$ cat config.mk
export PLATFORM = sky130hd
export DESIGN_NAME = dco_word_seq
export DESIGN_NICKNAME = d
export VERILOG_FILES = /design/src/rtl/dco_ctrl_pkg.sv /design/src/rtl/dco_tick_timer.sv /design/src/rtl/dco_word_seq.sv
export SDC_FILE = /design/constraint.sdc
export NUM_CORES = 1
export LEC_CHECK = 0
export ABC_CLOCK_PERIOD_IN_PS = 5260
export CAP_MARGIN = 10
export CORE_MARGIN = 2
export CORE_UTILIZATION = 55
export CTS_CLUSTER_SIZE = 30
export DETAILED_ROUTE_END_ITERATION = 8
export GPL_ROUTABILITY_DRIVEN = 0
export GPL_TIMING_DRIVEN = 1
export PLACE_DENSITY_LB_ADDON = 0.05
export SYNTH_ARGS = -nofsm -noshare
export SYNTH_HDL_FRONTEND = slang
export SYNTH_SLANG_ARGS = --single-unit
$ cat constraint.sdc
create_clock -name clk -period 5.26 [get_ports clk]
set_input_delay 1.052 -clock clk [delete_from_list [all_inputs] [get_ports clk]]
set_output_delay 1.052 -clock clk [all_outputs]
set_load 0.03 [all_outputs]
$ cat src/rtl/dco_ctrl_pkg.sv
// ---------------------------------------------------------------------------
// dco_ctrl_pkg
// Shared DCO control definitions, reused by the word sequencer and the loop
// filter: sequencer state encoding and default tuning constants.
// ---------------------------------------------------------------------------
package dco_ctrl_pkg;

   // Sequencer state encoding, kept as plain constants so that older blocks
   // which compare raw state bits stay compatible.
   localparam logic [0:0] ST_IDLE = 1'b0;
   localparam logic [0:0] ST_RAMP = 1'b1;

   // Default largest word change per update and update-interval field width.
   localparam int STEP_MAX_DEF = 4;
   localparam int PERIOD_W_DEF = 4;

endpackage : dco_ctrl_pkg

$ cat src/rtl/dco_tick_timer.sv
// ---------------------------------------------------------------------------
// dco_tick_timer
// Loadable down-counter that sets the update cadence of the DCO sequencer.
// While running it counts down to zero; the cycle in which it sits at zero is
// a tick, and on that edge it reloads from period, so ticks arrive every
// period+1 running cycles. hold freezes the count without losing it.
//
// Ports:
//   clk     in   system clock
//   rst     in   synchronous active-low reset (count -> 0)
//   load    in   load count from period (takes priority over counting)
//   run     in   counter enabled
//   hold    in   freeze the count, suppress tick
//   period  in   reload value (interval minus 1)
//   tick    out  combinational, high in the cycle a step is due
// ---------------------------------------------------------------------------
module dco_tick_timer #(
   parameter int PERIOD_W = 4
) (
   input  logic                clk,
   input  logic                rst,
   input  logic                load,
   input  logic                run,
   input  logic                hold,
   input  logic [PERIOD_W-1:0] period,
   output logic                tick
);

   logic [PERIOD_W-1:0] cnt;

   assign tick = run && !hold && (cnt == '0);

   // NOTE: state registers use non-blocking assignments only, and the reset
   // branch is inside the clocked block because the reset is synchronous.
   always_ff @(posedge clk) begin
      if (!rst) begin
         cnt <= '0;
      end else if (load) begin
         cnt <= period;
      end else if (run && !hold) begin
         if (cnt == '0) begin
            cnt <= period;
         end else begin
            cnt <= cnt - 1'b1;
         end
      end
   end

endmodule : dco_tick_timer

$ cat src/rtl/dco_word_seq.sv
// ---------------------------------------------------------------------------
// dco_word_seq
// Sequencer between the loop filter and the DCO row/column capacitor coder.
// A new target word is taken through a valid/ready handshake; the applied
// word then slews toward it in steps of at most STEP_MAX, one step per update
// interval (period+1 cycles), so the capacitor array never jumps by a large
// code. word_en strobes for one cycle whenever word takes a new value.
//
// Ports:
//   clk        in   system clock
//   rst        in   synchronous active-low reset
//   tgt_word   in   target, integer [WORD_W+FRAC_W-1:FRAC_W], fraction below
//   tgt_valid  in   target offered
//   tgt_ready  out  target can be accepted (high in IDLE)
//   period     in   update interval minus 1, sampled on accept and reload
//   hold       in   freezes interval counter and stepping
//   word       out  applied tuning word (registered)
//   word_en    out  one-cycle strobe, high while word holds a new value
//   busy       out  high while ramping
//
// Build option: define DCO_WORD_DITHER_EN to dither word between target and
// target+1 in IDLE using the fractional part of the target. Without it the
// fraction is ignored.
// ---------------------------------------------------------------------------
module dco_word_seq
   import dco_ctrl_pkg::*;
#(
   parameter int WORD_W   = 8,
   parameter int FRAC_W   = 4,
   parameter int STEP_MAX = STEP_MAX_DEF,
   parameter int PERIOD_W = PERIOD_W_DEF
) (
   input  logic                     clk,
   input  logic                     rst,
   input  logic [WORD_W+FRAC_W-1:0] tgt_word,
   input  logic                     tgt_valid,
   output logic                     tgt_ready,
   input  logic [PERIOD_W-1:0]      period,
   input  logic                     hold,
   output logic [WORD_W-1:0]        word,
   output logic                     word_en,
   output logic                     busy
);

   localparam logic [WORD_W-1:0] STEP_W   = WORD_W'(STEP_MAX);
   localparam logic [WORD_W:0]   STEP_EXT = (WORD_W+1)'(STEP_MAX);

   logic [0:0]        state;
   logic [WORD_W-1:0] target;
   logic [WORD_W-1:0] tgt_int;
   logic              accept;
   logic              tick;
   logic              timer_run;

   // Step computation
   logic signed [WORD_W:0] diff;
   logic [WORD_W:0]        abs_diff;
   logic                   close;
   logic [WORD_W-1:0]      step_word;

   assign tgt_int   = tgt_word[WORD_W+FRAC_W-1:FRAC_W];
   assign tgt_ready = (state == ST_IDLE);
   assign busy      = (state == ST_RAMP);
   assign accept    = tgt_valid && tgt_ready;

   // NOTE: every signal written here gets a value on every path, starting
   // with defaults, so no latch is inferred.
   always_comb begin
      diff      = $signed({1'b0, target}) - $signed({1'b0, word});
      abs_diff  = diff[WORD_W] ? WORD_W'(0) - diff : diff;
      close     = (abs_diff <= STEP_EXT);
      step_word = word;
      if (close) begin
         // Last step is clipped onto the target, so word never overshoots
         // or wraps.
         step_word = target;
      end else if (diff[WORD_W]) begin
         step_word = word - STEP_W;
      end else begin
         step_word = word + STEP_W;
      end
   end

`ifdef DCO_WORD_DITHER_EN
   logic [FRAC_W-1:0] frac;
   logic [FRAC_W-1:0] acc;
   logic [FRAC_W:0]   acc_sum;
   logic [WORD_W-1:0] dith_word;

   // The counter also paces the dither in IDLE when there is a fraction.
   assign timer_run = (state == ST_RAMP) || (frac != '0);
   assign acc_sum   = {1'b0, acc} + {1'b0, frac};
   // At all-ones the carry would wrap the word, so it is dropped there.
   assign dith_word = (&target) ? target : target + WORD_W'(acc_sum[FRAC_W]);
`else
   assign timer_run = (state == ST_RAMP);
   logic unused_frac;
   assign unused_frac = ^tgt_word[FRAC_W-1:0];
`endif

   dco_tick_timer #(
      .PERIOD_W (PERIOD_W)
   ) u_timer (
      .clk    (clk),
      .rst    (rst),
      .load   (accept),
      .run    (timer_run),
      .hold   (hold),
      .period (period),
      .tick   (tick)
   );

   always_ff @(posedge clk) begin
      if (!rst) begin
         state   <= ST_IDLE;
         target  <= '0;
         word    <= '0;
         word_en <= 1'b0;
`ifdef DCO_WORD_DITHER_EN
         frac    <= '0;
         acc     <= '0;
`endif
      end else begin
         word_en <= 1'b0;
         if (accept) begin
            target <= tgt_int;
`ifdef DCO_WORD_DITHER_EN
            frac   <= tgt_word[FRAC_W-1:0];
            acc    <= '0;
`endif
            if (tgt_int != word) begin
               state <= ST_RAMP;
            end
         end else if ((state == ST_RAMP) && tick) begin
            word    <= step_word;
            word_en <= 1'b1;
            if (close) begin
               state <= ST_IDLE;
            end
         end
`ifdef DCO_WORD_DITHER_EN
         else if ((state == ST_IDLE) && tick) begin
            acc     <= acc_sum[FRAC_W-1:0];
            word    <= dith_word;
            word_en <= (dith_word != word);
         end
`endif
      end
   end

endmodule : dco_word_seq

* Yosys cells after proc, flatten, opt, wreduce, memory -nomap -nowiden
Cells that the tools add are included.
** Storage, ports and cells
- Bits of input ports :: 20
- Word-level logic and storage cells :: 39
- Bits in registers :: 22
** Operators by class
- Add/subtract/negate cells :: 5
- Eq/ne operators :: 2
- Muxes and demuxes :: 11
- Magnitude comparators :: 1
- Reductions and logical operators :: 12
- Bitwise gates (word level) :: 3
** Operators by type and width (number)
- $mux W8 :: 2
- $mux W4 :: 3
- $le A9 B3 Y1 const B :: 1
- $mux W9 :: 1
- $sub A1 B9 Y9 const A :: 1
- $sub A8 B8 Y9 :: 1
- $add A8 B3 Y8 const B :: 1
- $ne A8 B8 Y1 :: 1
- $sub A8 B3 Y8 const B :: 1
- $reduce_bool A2 Y1 :: 3
- $mux W1 :: 5
- $logic_and A1 B1 Y1 :: 4
- $logic_not A4 Y1 :: 1
- $sub A4 B1 Y4 const B :: 1
- $not A1 Y1 :: 3
- $reduce_and A3 Y1 :: 1
- $ne A2 B1 Y1 const B :: 1
- $reduce_and A2 Y1 :: 1
- $reduce_or A2 Y1 :: 1
- $logic_not A1 Y1 :: 1

* Depth between registers and ports, before layout
Gate-level depths: netlist of run 1.
- Depth after elaboration :: 7
- Depth in mapped cells :: 17
- Gate-level depth less buffers :: 17

* Cells and area by module
From an unflattened synthesis of run 1, not the netlist that was laid out.
** Unflattened totals
- Cell total of the unflattened synthesis :: 231
- Area total of the unflattened synthesis :: 1855.5 um^2
** Modules (own cells, without submodules)
- dco_word_seq :: area an instance 1574.0 um^2, cells an instance 195, sequential area each 360.3 um^2, times used 1
- dco_tick_timer :: area an instance 281.5 um^2, cells an instance 36, sequential area each 80.1 um^2, times used 1

* Worst setup path after synthesis of run 1
No wires, ideal clock.
- Path type :: flip-flop to flip-flop
- From :: register word[0]
- To :: register word[7]
- Period minus slack after synthesis :: 3.405 ns
- Slack :: 1.855 ns
- Buffers on the path :: 0
- Setup time :: 0.076 ns
- Arrival :: 3.329 ns
- Required time :: 5.184 ns
- Stages on the path, launching flop included :: 17
- Cell sequence :: dfxtp_1 -> ha_1 -> inv_1 -> fa_1 -> a21oi_2 -> a2bb2oi_2 -> a21oi_2 -> inv_2 -> ha_1 -> a21o_1 -> a21oi_1 -> o21bai_1 -> a21oi_1 -> xnor2_1 -> or3_1 -> a21o_2 -> a31oi_1
** Between the ends
- Longest elaborated chain between the ends :: 5
- Elaborated cells on any way between the ends :: 8
** Ends and longest elaborated chain
- start: declaration :: RTL line dco_word_seq.sv:40 : output logic [WORD_W-1:0] word,
- start signal: assignment :: RTL line dco_word_seq.sv:135 : word <= step_word;
- $sub A8 B8 Y9 :: RTL line dco_word_seq.sv:69 : diff = $signed({1'b0, target}) - $signed({1'b0, word});
- $sub A1 B9 Y9 :: RTL line dco_word_seq.sv:70 : abs_diff = diff[WORD_W] ? WORD_W'(0) - diff : diff;
- $mux W9 :: RTL line dco_word_seq.sv:70
- $le A9 B3 Y1 :: RTL line dco_word_seq.sv:71 : close = (abs_diff <= STEP_EXT);
- $mux W8 (*) :: RTL line dco_word_seq.sv:73 : if (close) begin
Mark *: on every way between the ends. The rest lies on a longest branch, timed or not.
A chain may end at the register's enable or synchronous reset.

* Worst setup path after layout of run 1
- From :: register word[4]
- To :: register word[7]
The elaborated chain is that of the path after synthesis.

==> results.rst, run 1 <==
.. list-table::
   :header-rows: 1

   * - Metric
     - Value
   * - Startpoint-to-endpoint class of the critical path
     - reg2reg
   * - Clock period minus worst slack
     - 3.77 ns
   * - Synthesized instance count
     - 239
   * - Clock latency reported for the late side of the worst-skew pair
     - between 0.3 and 0.4 ns
   * - Fraction of registers with async set or reset after synthesis
     - 0%
   * - Run status
     - finished clean
   * - Net count after synthesis
     - 275
   * - Router iterations before antenna repair
     - 4
   * - Post-DRT Antenna Nets
     - 0
   * - Slowest cell on the critical path
     - sky130_fd_sc_hd__ha_1
   * - Number of placement rows
     - 21
   * - Areal power density over the cells
     - 327 nW/µm²
   * - Layout Nets
     - between 200 and 300
   * - Slowest cell delay on critical path
     - 0.56 ns
   * - Maximum clock path buffer count
     - 2
   * - Post-Synthesis Mean Instance Area
     - 7.80 µm²
   * - Cells along the critical path
     - inv_1 -> ha_1 -> nand3_1 -> a2bb2oi_2 -> a21oi_2 -> inv_2 -> ha_1 -> a21o_1 -> a21oi_1 -> o21bai_1 -> a21oi_1 -> xnor2_1 -> or3_1 -> a21o_2 -> a31oi_1
   * - Achievable clock frequency
     - 265 MHz
   * - Final Power
     - 0.710 mW
   * - Top-level I/O count
     - 31
   * - CP Depth
     - 15
   * - Post-detailed-route via-to-cell ratio
     - 5.67
   * - Endpoints failing hold
     - 0
   * - Clock buffers created by TritonCTS
     - 3
   * - Max_cap viols
     - 0
   * - Leak pwr
     - 0.863 nW
   * - Buffers plus inverters on the worst setup path
     - 2
   * - TritonCTS clock tree
     - done
   * - Layout Utilization
     - 66.1%
   * - Number of failing setup endpoints in the final timing report
     - 0
   * - Num Clock Sinks
     - 22
   * - Global-route usage over all layers
     - 22.8%
   * - Post-route non-filler standard cell count
     - 304
   * - Largest fanout of any net on the critical path
     - 14
   * - Via count of the routed design
     - 1723
   * - Layout cells sized above 1
     - 6.20%
   * - Setup skew after layout
     - 0.00819 ns
   * - First-pass GRT wire length
     - between 7000 and 8000 µm
   * - Die Width
     - 62.2 µm
   * - Full die area
     - 3870 µm²
   * - Main flop type after synthesis
     - sky130_fd_sc_hd__dfxtp_1
   * - Maximum number of pins on one net before global-route repair
     - 19
   * - CP top delay family
     - compound AO/OA/AOI/OAI gates
   * - Initial Utilization
     - 56.7%
   * - Switch Pwr
     - 0.282 mW
   * - Number of cells on the worst reg-to-reg path
     - 15
   * - Proportion of synthesized chip area in sequential cells
     - 23.6%
   * - Worst min-delay path category
     - reg2reg
   * - Data arrival time at the worst-slack endpoint
     - 4.01 ns
   * - Sum of negative setup slack
     - 0 ns
   * - Count of flip-flops with a built-in enable after synthesis
     - 0
   * - Min-Delay Path Depth
     - 2
   * - Hold buffer count at cts
     - 0
   * - Post-DR wirelength/cell
     - 13.9 µm
   * - Height of the chip
     - 62.2 µm
   * - Vias in the first global route
     - 1638
   * - Part of the power in registers
     - 28.6%
   * - RSZ-0062 raised after global routing
     - no
   * - CP Launch Type
     - flop
   * - Clock network power share
     - a little under a fifth
   * - Master cell of the clock root buffer
     - sky130_fd_sc_hd__clkbuf_4
   * - Final routed wirelength across all metal layers
     - 4230 µm
   * - Number of I/O port buffers
     - 26
   * - DRC violation count after routing
     - 0
   * - Final slew viol count
     - 0
   * - Kind of end point of the critical path
     - flop
   * - Number of different library cells in the post-synthesis netlist
     - 52
   * - Post-route clock period utilization
     - 71.6%
   * - Remaining global-route overflow
     - 0
   * - Combined area of all synthesized cells
     - 1860 µm²
   * - Syn. warnings
     - 0
   * - Fraction of power spent switching nets
     - 39.8%
   * - DRC violation total after the first TritonRoute iteration
     - 93
   * - Post-detailed-placement half-perimeter wirelength
     - 3220 µm
   * - Worst endpoint required time
     - 5.50 ns
   * - Core area
     - 3280 µm²
   * - Antenna diodes
     - 0
   * - H-Tree Depth
     - 1
   * - Internal power
     - 0.428 mW
   * - Number of antenna violations at the first check in global routing
     - 0
   * - Worst-margin pin slew
     - approximately 1.0 ns
   * - Number of placed instances, taps included
     - 300
   * - Synthesis-to-layout area growth
     - 16.5%
   * - Power share of the combinational group
     - 53.2%
   * - Register bit total from synthesis
     - 22
   * - Number of gates resized after cts
     - 0
   * - Clock transition at path regs
     - 0.13 ns
   * - Number of buffers added for setup after CTS
     - 0
   * - Worst-case vdd ir drop
     - slightly above 0.2 mV
   * - Worst rel slew slack
     - ~30%
==> final cells by class <==
type                            instances  area (µm²)
Clock buffer                            3        22.5
Fill cell                             296        1110
Clock inverter                          1        30.0
Multi-Input combinational cell        188        1290
Tap cell                               46        57.6
Sequential cell                        22         440
Timing Repair Buffer                   26         260
Inverter                               18        67.6
==> cells in the final DEF (no fill, tap or decap), types with 2 or more instances in the layout <==
cell,n
sky130_fd_sc_hd__nand2_1,31
sky130_fd_sc_hd__clkdlybuf4s50_1,26
sky130_fd_sc_hd__a21oi_1,23
sky130_fd_sc_hd__dfxtp_1,22
sky130_fd_sc_hd__inv_1,16
sky130_fd_sc_hd__nor2_1,14
sky130_fd_sc_hd__ha_1,14
sky130_fd_sc_hd__o21ai_0,10
sky130_fd_sc_hd__xor2_1,10
sky130_fd_sc_hd__mux2i_1,8
sky130_fd_sc_hd__nor3_1,6
sky130_fd_sc_hd__nand3_1,5
sky130_fd_sc_hd__xnor2_1,5
sky130_fd_sc_hd__or3_1,5
sky130_fd_sc_hd__a21o_1,4
sky130_fd_sc_hd__o211ai_1,4
sky130_fd_sc_hd__nor4_1,4
sky130_fd_sc_hd__o21a_1,3
sky130_fd_sc_hd__nor3b_1,3
sky130_fd_sc_hd__nand4_1,3
sky130_fd_sc_hd__clkbuf_4,3
sky130_fd_sc_hd__a21oi_2,2
sky130_fd_sc_hd__or2_1,2
sky130_fd_sc_hd__o31ai_1,2
sky130_fd_sc_hd__nor2b_1,2
sky130_fd_sc_hd__a211oi_1,2
sky130_fd_sc_hd__o211a_1,2
sky130_fd_sc_hd__a32o_1,2
sky130_fd_sc_hd__a31oi_1,2
sky130_fd_sc_hd__fa_1,2
==> stage by stage <==
stage | worst slack, ns | cell area, µm² | hold WS (ns)
floorplan | 1.85 | 1860 | 0.450
global placement | 1.56 | 2120 | 0.462
detailed placement | 1.55 | 2120 | 0.471
CTS | 1.51 | 2170 | 0.488
global route | 1.21 | 2170 | 0.510
finish | 1.49 | 2170 | 0.486
==> final timing paths <==
kind | start | endpoint | slack [ns]
max | word[4]$_SDFFE_PN0P_ | word[7]$_SDFFE_PN0P_ | 1.49
min | target[0]$_SDFFE_PN0P_ | target[0]$_SDFFE_PN0P_ | 0.49
max reg2reg | word[4]$_SDFFE_PN0P_ | word[7]$_SDFFE_PN0P_ | 1.49
min reg2reg | target[0]$_SDFFE_PN0P_ | target[0]$_SDFFE_PN0P_ | 0.49
==> power by group through the flow <==
stage                     combinational, mW  clock (mW)  sequential [mW]
after floorplan                       0.291           0            0.216
after global placement                0.370           0            0.206
after detailed placement              0.374           0            0.207
after CTS                             0.376       0.132            0.203
after global routing                  0.419       0.140            0.206
final                                 0.377       0.130            0.203
==> cell usage after synthesis, drive strengths merged, types with 6 or more instances <==
master  number  area share, %
a21oi       25            7.1
buf          6            2.4
dfxtp       22             24
ha          14            9.4
inv         17            3.4
mux2i        8            4.3
nand2       31            6.2
nor2        14            2.8
nor3         7            2.1
o21ai       10            2.7
xor2        10            4.7
==> state kept, by name (all words and copies together) (netlist names) <==
name,count
word_en,1
target,8
busy,1
u_timer.cnt,4
word,8
==> kinds of logic (layout without fill, tap and decap cells) <==
| family | after synthesis | in the layout | share of synthesized area, % |
|---|---|---|---|
| AO/OA/AOI/OAI | 68 | 68 | 25.1 |
| XOR/XNOR | 15 | 15 | 7.05 |
| adder cells (fa/ha/maj) | 16 | 16 | 11.6 |
| buffers and inverters | 29 | 48 | 7.05 |
| flip-flops | 22 | 22 | 23.6 |
| multiplexers | 9 | 9 | 4.90 |
| AND/OR/NAND/NOR | 80 | 80 | 20.8 |
==> layer usage <==
layer  global-route usage [%]  wire length [µm]  up-vias
li1                         -                 -      892
met1                     32.6              2130      788
met2                     37.2              1920       41
met3                     4.53               173        2
met4                     1.94                 8        0
met5                        0                 0        -
==> tightest hold or removal path, cell delays in order (launching register included) <==
cell and delay, ns:
sky130_fd_sc_hd__dfxtp_1 0.34, sky130_fd_sc_hd__nand2_1 0.06, sky130_fd_sc_hd__a21oi_1 0.05
(Power assumes the default switching activity.)
==> inputs of run 2 (changes only) <==
ABC_CLOCK_PERIOD_IN_PS = 3900   (was 5260)
CORE_UTILIZATION = 54   (was 55)
clock period = 3.9 ns   (was 5.26 ns; I/O delays follow)
==> run 2 against run 1 <==
Clock power down 24%. Final cell count grew 1.6%. Highest routed layer unchanged. Wire length shrank 0.83%. Critical path depth rose by 1. Critical endpoint unchanged. Largest cell class unchanged. Register-to-register slack worse by 1.0 ns. Via count unchanged. Final area rose by 0.69%.
==> results.rst, run 2 (synthesis results as in run 1) <==
.. list-table::
   :header-rows: 1

   * - Metric
     - Value
   * - Worst endpoint required time
     - 4.13 ns (was 5.50 ns)
   * - Worst rel slew slack
     - 68.5% (was 30.1%)
   * - Layout Utilization
     - 65.5% (was 66.1%)
   * - Hold buffer count at cts
     - 0 (unchanged)
   * - Max_cap viols
     - 0 (unchanged)
   * - Kind of end point of the critical path
     - flop (unchanged)
   * - Data arrival time at the worst-slack endpoint
     - 3.67 ns (was 4.01 ns)
   * - Via count of the routed design
     - 1723 (unchanged)
   * - Router iterations before antenna repair
     - 4 (unchanged)
   * - Initial Utilization
     - 55.8% (was 56.7%)
   * - Min-Delay Path Depth
     - 2 (unchanged)
   * - Number of buffers added for setup after CTS
     - 0 (unchanged)
   * - H-Tree Depth
     - 1 (unchanged)
   * - Final slew viol count
     - 0 (unchanged)
   * - Top-level I/O count
     - 31 (unchanged)
   * - Most common cell after layout, fill and taps aside
     - sky130_fd_sc_hd__nand2_1 (unchanged)
   * - Post-DRT Antenna Nets
     - 0 (unchanged)
   * - Maximum clock path buffer count
     - 2 (unchanged)
   * - DRC violation count after routing
     - 0 (unchanged)
   * - Achievable clock frequency
     - 291 MHz (was 265 MHz)
   * - Clock transition at path regs
     - 0.11 ns (was 0.13 ns)
   * - Number of antenna violations at the first check in global routing
     - 0 (unchanged)
   * - Worst-margin pin slew
     - 0.473 ns (was 1.04 ns)
   * - Number of placement rows
     - 21 (unchanged)
   * - Post-detailed-placement half-perimeter wirelength
     - 3280 µm (was 3220 µm)
   * - Layout cells sized above 1
     - 7.98% (was 6.20%)
   * - Post-route non-filler standard cell count
     - 309 (was 304)
   * - Full die area
     - 3940 µm² (was 3870 µm²)
   * - Worst min-delay path category
     - reg2reg (unchanged)
   * - Worst hold slack
     - 0.488 ns (was 0.486 ns)
   * - Global-route usage over all layers
     - 21.8% (was 22.8%)
   * - Antenna diodes
     - 0 (unchanged)
   * - RSZ-0062 raised after global routing
     - no (unchanged)
   * - Vias in the first global route
     - 1506 (was 1638)
   * - Synthesis-to-layout area growth
     - 17.3% (was 16.5%)
   * - Height of the chip
     - 62.7 µm (was 62.2 µm)
   * - Clock latency reported for the late side of the worst-skew pair
     - 0.30 ns (was 0.31 ns)
   * - Clock period minus worst slack
     - 3.44 ns (was 3.77 ns)
   * - Post-detailed-route via-to-cell ratio
     - 5.58 (was 5.67)
   * - Startpoint-to-endpoint class of the critical path
     - reg2reg (unchanged)
   * - Number of gates resized after cts
     - 0 (unchanged)
   * - Commonest non-fill, non-tap cells in the layout
     - sky130_fd_sc_hd__nand2_1, sky130_fd_sc_hd__clkdlybuf4s50_1, sky130_fd_sc_hd__a21oi_1 (unchanged)
   * - Post-DR wirelength/cell
     - 13.6 µm (was 13.9 µm)
   * - DRC violation total after the first TritonRoute iteration
     - 58 (was 93)
   * - Largest regs
     - target: 8 flops, word: 8 flops, u_timer.cnt: 4 flops (unchanged)
   * - Remaining global-route overflow
     - 0 (unchanged)
   * - First-pass GRT wire length
     - 7010 µm (was 7360 µm)
   * - Number of cells on the worst reg-to-reg path
     - 16 (was 15)
   * - Core area
     - 3340 µm² (was 3280 µm²)
   * - Layout Nets
     - 301 (was 295)
   * - Master cell of the clock root buffer
     - sky130_fd_sc_hd__clkbuf_4 (unchanged)
   * - Endpoints failing hold
     - 0 (unchanged)
   * - Worst-case vdd ir drop
     - 0.270 mV (was 0.208 mV)
   * - Post-route clock period utilization
     - 88.1% (was 71.6%)
   * - Largest fanout of any net on the critical path
     - 7 (was 14)
   * - Final routed wirelength across all metal layers
     - 4200 µm (was 4230 µm)
   * - Number of I/O port buffers
     - 26 (unchanged)
   * - Number of placed instances, taps included
     - 306 (was 300)
   * - Number of failing setup endpoints in the final timing report
     - 0 (unchanged)
   * - Leak pwr
     - 0.878 nW (was 0.863 nW)
   * - Finished layout cell area
     - 2180 µm² (was 2170 µm²)
   * - Post-DP Area
     - 2160 µm² (was 2120 µm²)
   * - Die Width
     - 62.7 µm (was 62.2 µm)
   * - Areal power density over the cells
     - 409 nW/µm² (was 327 nW/µm²)
   * - Clock buffers created by TritonCTS
     - 3 (unchanged)
   * - Run status
     - finished clean (unchanged)
   * - TritonCTS clock tree
     - done (unchanged)
   * - Sum of negative setup slack
     - 0 ns (unchanged)
   * - Num Clock Sinks
     - 22 (unchanged)
   * - Maximum number of pins on one net before global-route repair
     - 18 (was 19)
   * - Setup skew after layout
     - 0.00355 ns (was 0.00819 ns)
   * - CP Launch Type
     - flop (unchanged)
   * - Fillcell total
     - 317 (was 296)
-- run 2: stage by stage --
| stage | setup slack [ns] | power, mW |
|---|---|---|
| 6_report | 0.464 | 0.894 |
| 3_3_place_gp | 0.502 | 0.790 |
| 5_1_grt | 0.143 | 0.973 |
| 2_1_floorplan | 0.495 | 0.683 |
| 3_5_place_dp | 0.477 | 0.796 |
| 4_1_cts | 0.447 | 0.895 |
-- run 2: area by class of cell --
type | instances | area, µm² | share of cell area, %
clock buffers | 3 | 22.5 | 1.03
inverters | 18 | 67.6 | 3.09
multi-input cells | 188 | 1290 | 59.1
flip-flops and latches | 22 | 440 | 20.2
well taps | 46 | 57.6 | 2.63
repair buffers | 32 | 305 | 14.0
-- run 2: routing by layer --
metal  GRT usage (%)  share of wire [%]  vias to the layer above
met4            1.39               0.21                        0
li1                -                  -                      908
met3            4.50                3.9                        2
met1            31.4                 51                      777
met2            35.1                 45                       36
met5               0                  0                        -
-- run 2: critical path: stages (launching register included) --
cell,delay [ns]
sky130_fd_sc_hd__dfxtp_1,0.41
sky130_fd_sc_hd__ha_1,0.18
sky130_fd_sc_hd__inv_1,0.05
sky130_fd_sc_hd__fa_1,0.47
sky130_fd_sc_hd__a21oi_2,0.20
sky130_fd_sc_hd__a2bb2oi_2,0.20
sky130_fd_sc_hd__a21oi_2,0.08
sky130_fd_sc_hd__inv_2,0.13
sky130_fd_sc_hd__ha_1,0.24
sky130_fd_sc_hd__a21o_1,0.17
sky130_fd_sc_hd__a21oi_1,0.23
sky130_fd_sc_hd__o21bai_1,0.09
sky130_fd_sc_hd__a21oi_1,0.18
sky130_fd_sc_hd__xnor2_1,0.09
sky130_fd_sc_hd__or3_1,0.30
sky130_fd_sc_hd__a21o_2,0.21
sky130_fd_sc_hd__a31oi_1,0.11
-- run 2: worst paths after layout --
path	startpoint	endpoint	slack, ns
max	word[0]$_SDFFE_PN0P_	word[7]$_SDFFE_PN0P_	0.46
min	target[3]$_SDFFE_PN0P_	target[3]$_SDFFE_PN0P_	0.49
max reg2reg	word[0]$_SDFFE_PN0P_	word[7]$_SDFFE_PN0P_	0.46
min reg2reg	target[3]$_SDFFE_PN0P_	target[3]$_SDFFE_PN0P_	0.49
-- run 2: report_power, final --
part           total (mW)  internal [mW]  leakage (nW)  switching [mW]
Clock              0.0994         0.0360        0.0138          0.0634
Sequential          0.274          0.247         0.180          0.0278
Combinational       0.520          0.238         0.684           0.282
Total               0.894          0.521         0.878           0.373
==> inputs of run 3 (changes only) <==
CORE_MARGIN = 1.5   (was 2)
CTS_CLUSTER_SIZE = 40   (was 30)
==> run 3 against run 2 <==
Combinational power hardly changed. Critical endpoint unchanged. Non-clock buffer count is 1 lower. Critical path depth stayed put. Worst hold slack better by 0.0046 ns. Wire length is 3.2% lower. Maximum frequency is 0.76% lower. Sequential power hardly changed. Clock power is 2% lower.
==> results.rst, run 3 (synthesis results as in run 1) <==
.. list-table::
   :header-rows: 1

   * - Metric
     - Value
   * - Run status
     - finished clean (unchanged)
   * - Largest regs
     - target: 8 flops, word: 8 flops, u_timer.cnt: 4 flops (unchanged)
   * - Top-level I/O count
     - 31 (unchanged)
   * - Endpoints failing hold
     - 0 (unchanged)
   * - RSZ-0062 raised after global routing
     - no (unchanged)
   * - Max_cap viols
     - 0 (unchanged)
   * - Min setup slack post-route
     - 0.438 ns (was 0.464 ns)
   * - Worst hold slack
     - 0.493 ns (was 0.488 ns)
   * - Final routed wirelength across all metal layers
     - 4060 µm (was 4200 µm)
   * - Layout Nets
     - 300 (was 301)
   * - Via count of the routed design
     - 1737 (was 1723)
   * - Antenna diodes
     - 0 (unchanged)
   * - Die Width
     - 61.7 µm (was 62.7 µm)
   * - Height of the chip
     - 61.7 µm (was 62.7 µm)
   * - Worst min-delay path category
     - reg2reg (unchanged)
   * - Post-DR wirelength/cell
     - 13.2 µm (was 13.6 µm)
   * - DRC violation count after routing
     - 0 (unchanged)
   * - Post-DRT Antenna Nets
     - 0 (unchanged)
   * - Worst endpoint required time
     - 4.13 ns (about the same)
   * - Number of failing setup endpoints in the final timing report
     - 0 (unchanged)
   * - Post-route clock period utilization
     - 88.8% (was 88.1%)
   * - Worst rel slew slack
     - 69.8% (was 68.5%)
   * - Number of gates resized after cts
     - 0 (unchanged)
   * - Setup slack after placement
     - 0.430 ns (was 0.477 ns)
   * - Vias in the first global route
     - 1412 (was 1506)
   * - Master cell of the clock root buffer
     - sky130_fd_sc_hd__clkbuf_4 (unchanged)
   * - Layout cells sized above 1
     - 7.63% (was 7.98%)
   * - Number of placement rows
     - 21 (unchanged)
   * - Data arrival time at the worst-slack endpoint
     - 3.69 ns (was 3.67 ns)
   * - Router iterations before antenna repair
     - 4 (unchanged)
   * - Leak pwr
     - 0.873 nW (was 0.878 nW)
   * - Startpoint-to-endpoint class of the critical path
     - reg2reg (unchanged)
   * - Hold buffer count at cts
     - 0 (unchanged)
   * - DRC violation total after the first TritonRoute iteration
     - 76 (was 58)
   * - Maximum number of pins on one net before global-route repair
     - 18 (unchanged)
   * - Cells along the critical path
     - ha_1 -> inv_1 -> fa_1 -> a21oi_2 -> a2bb2oi_2 -> a21oi_2 -> inv_2 -> ha_1 -> a21o_1 -> a21oi_1 -> o21bai_1 -> a21oi_1 -> xnor2_1 -> or3_1 -> a21o_2 -> a31oi_1 (unchanged)
   * - Setup skew after layout
     - 0.00705 ns (was 0.00355 ns)
   * - Achievable clock frequency
     - 289 MHz (was 291 MHz)
   * - Global-route usage over all layers
     - 22.4% (was 21.8%)
   * - Clock transition at path regs
     - 0.11 ns (about the same)
   * - Number of antenna violations at the first check in global routing
     - 0 (unchanged)
   * - Clock period minus worst slack
     - 3.46 ns (was 3.44 ns)
   * - Worst-margin pin slew
     - 0.454 ns (was 0.473 ns)
   * - Full die area
     - 3810 µm² (was 3940 µm²)
   * - Core area
     - 3310 µm² (was 3340 µm²)
   * - Number of I/O port buffers
     - 26 (unchanged)
   * - First-pass GRT wire length
     - 6530 µm (was 7010 µm)
   * - Clock buffers created by TritonCTS
     - 3 (unchanged)
   * - CP Launch Type
     - flop (unchanged)
   * - Synthesis-to-layout area growth
     - 16.9% (was 17.3%)
   * - Num Clock Sinks
     - 22 (unchanged)
   * - CP top delay family
     - compound AO/OA/AOI/OAI gates (unchanged)
   * - Buffers plus inverters on the worst setup path
     - 2 (unchanged)
   * - Most common cell after layout, fill and taps aside
     - sky130_fd_sc_hd__nand2_1 (unchanged)
   * - Worst-case vdd ir drop
     - 0.279 mV (was 0.270 mV)
   * - Slowest cell on the critical path
     - sky130_fd_sc_hd__fa_1 (unchanged)
   * - Remaining global-route overflow
     - 0 (unchanged)
   * - Initial Utilization
     - 56.3% (was 55.8%)
   * - Maximum clock path buffer count
     - 2 (unchanged)
   * - Post-detailed-route via-to-cell ratio
     - 5.64 (was 5.58)
   * - Commonest non-fill, non-tap cells in the layout
     - sky130_fd_sc_hd__nand2_1, sky130_fd_sc_hd__clkdlybuf4s50_1, sky130_fd_sc_hd__a21oi_1 (unchanged)
   * - Post-detailed-placement half-perimeter wirelength
     - 3230 µm (was 3280 µm)
   * - Largest fanout of any net on the critical path
     - 7 (unchanged)
   * - Slowest cell delay on critical path
     - 0.48 ns (was 0.47 ns)
   * - H-Tree Depth
     - 1 (unchanged)
   * - Final slew viol count
     - 0 (unchanged)
   * - Number of buffers added for setup after CTS
     - 0 (unchanged)
   * - Kind of end point of the critical path
     - flop (unchanged)
   * - TritonCTS clock tree
     - done (unchanged)
   * - Final Power
     - 0.889 mW (was 0.894 mW)
   * - Sum of negative setup slack
     - 0 ns (unchanged)
   * - Areal power density over the cells
     - 409 nW/µm² (about the same)
   * - Clock latency reported for the late side of the worst-skew pair
     - 0.30 ns (about the same)
## run 3: cell count changes in the layout (fill, tap and decap cells not counted)
cell and change:
sky130_fd_sc_hd__buf_4 -1
## run 3: through the flow
| stage | cells | instance area [µm²] | utilization, % |
|---|---|---|---|
| floorplan | 239 | 1860 | - |
| global placement | 305 | 2150 | 65.1 |
| detailed placement | 305 | 2150 | 65.1 |
| CTS | 308 | 2180 | 65.8 |
| global route | 308 | 2180 | 65.8 |
| finish | 308 | 2180 | 65.8 |
## run 3: power breakdown
part	switching, mW	total, mW	internal (mW)
combinational	0.280	0.518	0.238
clock	0.0617	0.0977	0.0360
sequential	0.0273	0.274	0.246
## run 3: worst reg2reg max path, stage by stage, from the launching register on
cell	delay [ns]
sky130_fd_sc_hd__dfxtp_1	0.41
sky130_fd_sc_hd__ha_1	0.19
sky130_fd_sc_hd__inv_1	0.05
sky130_fd_sc_hd__fa_1	0.48
sky130_fd_sc_hd__a21oi_2	0.18
sky130_fd_sc_hd__a2bb2oi_2	0.19
sky130_fd_sc_hd__a21oi_2	0.08
sky130_fd_sc_hd__inv_2	0.13
sky130_fd_sc_hd__ha_1	0.24
sky130_fd_sc_hd__a21o_1	0.17
sky130_fd_sc_hd__a21oi_1	0.23
sky130_fd_sc_hd__o21bai_1	0.09
sky130_fd_sc_hd__a21oi_1	0.19
sky130_fd_sc_hd__xnor2_1	0.10
sky130_fd_sc_hd__or3_1	0.31
sky130_fd_sc_hd__a21o_2	0.22
sky130_fd_sc_hd__a31oi_1	0.11
## run 3: area by class of cell
class                   instances  area (µm²)
flip-flops and latches         22         440
clock buffers                   3        22.5
multi-input cells             188        1290
fillers                       317        1130
well taps                      46        57.6
inverters                      18        67.6
repair buffers                 31         298
## run 3: routing by layer
layer / up-vias / share of wire (%) / global-route usage (%)
li1: 906 / - / -
met4: 0 / 0.25 / 0.912
met5: - / 0 / 0
met2: 32 / 45 / 34.9
met1: 797 / 51 / 33.7
met3: 2 / 3.7 / 4.97
## run 3: final timing paths
kind,cells after the start,to,start,slack [ns]
worst max-delay path,16,word[7]$_SDFFE_PN0P_,word[0]$_SDFFE_PN0P_,0.44
worst min-delay path,2,target[0]$_SDFFE_PN0P_,target[0]$_SDFFE_PN0P_,0.49
worst max register to register,16,word[7]$_SDFFE_PN0P_,word[0]$_SDFFE_PN0P_,0.44
worst min register to register,2,target[0]$_SDFFE_PN0P_,target[0]$_SDFFE_PN0P_,0.49
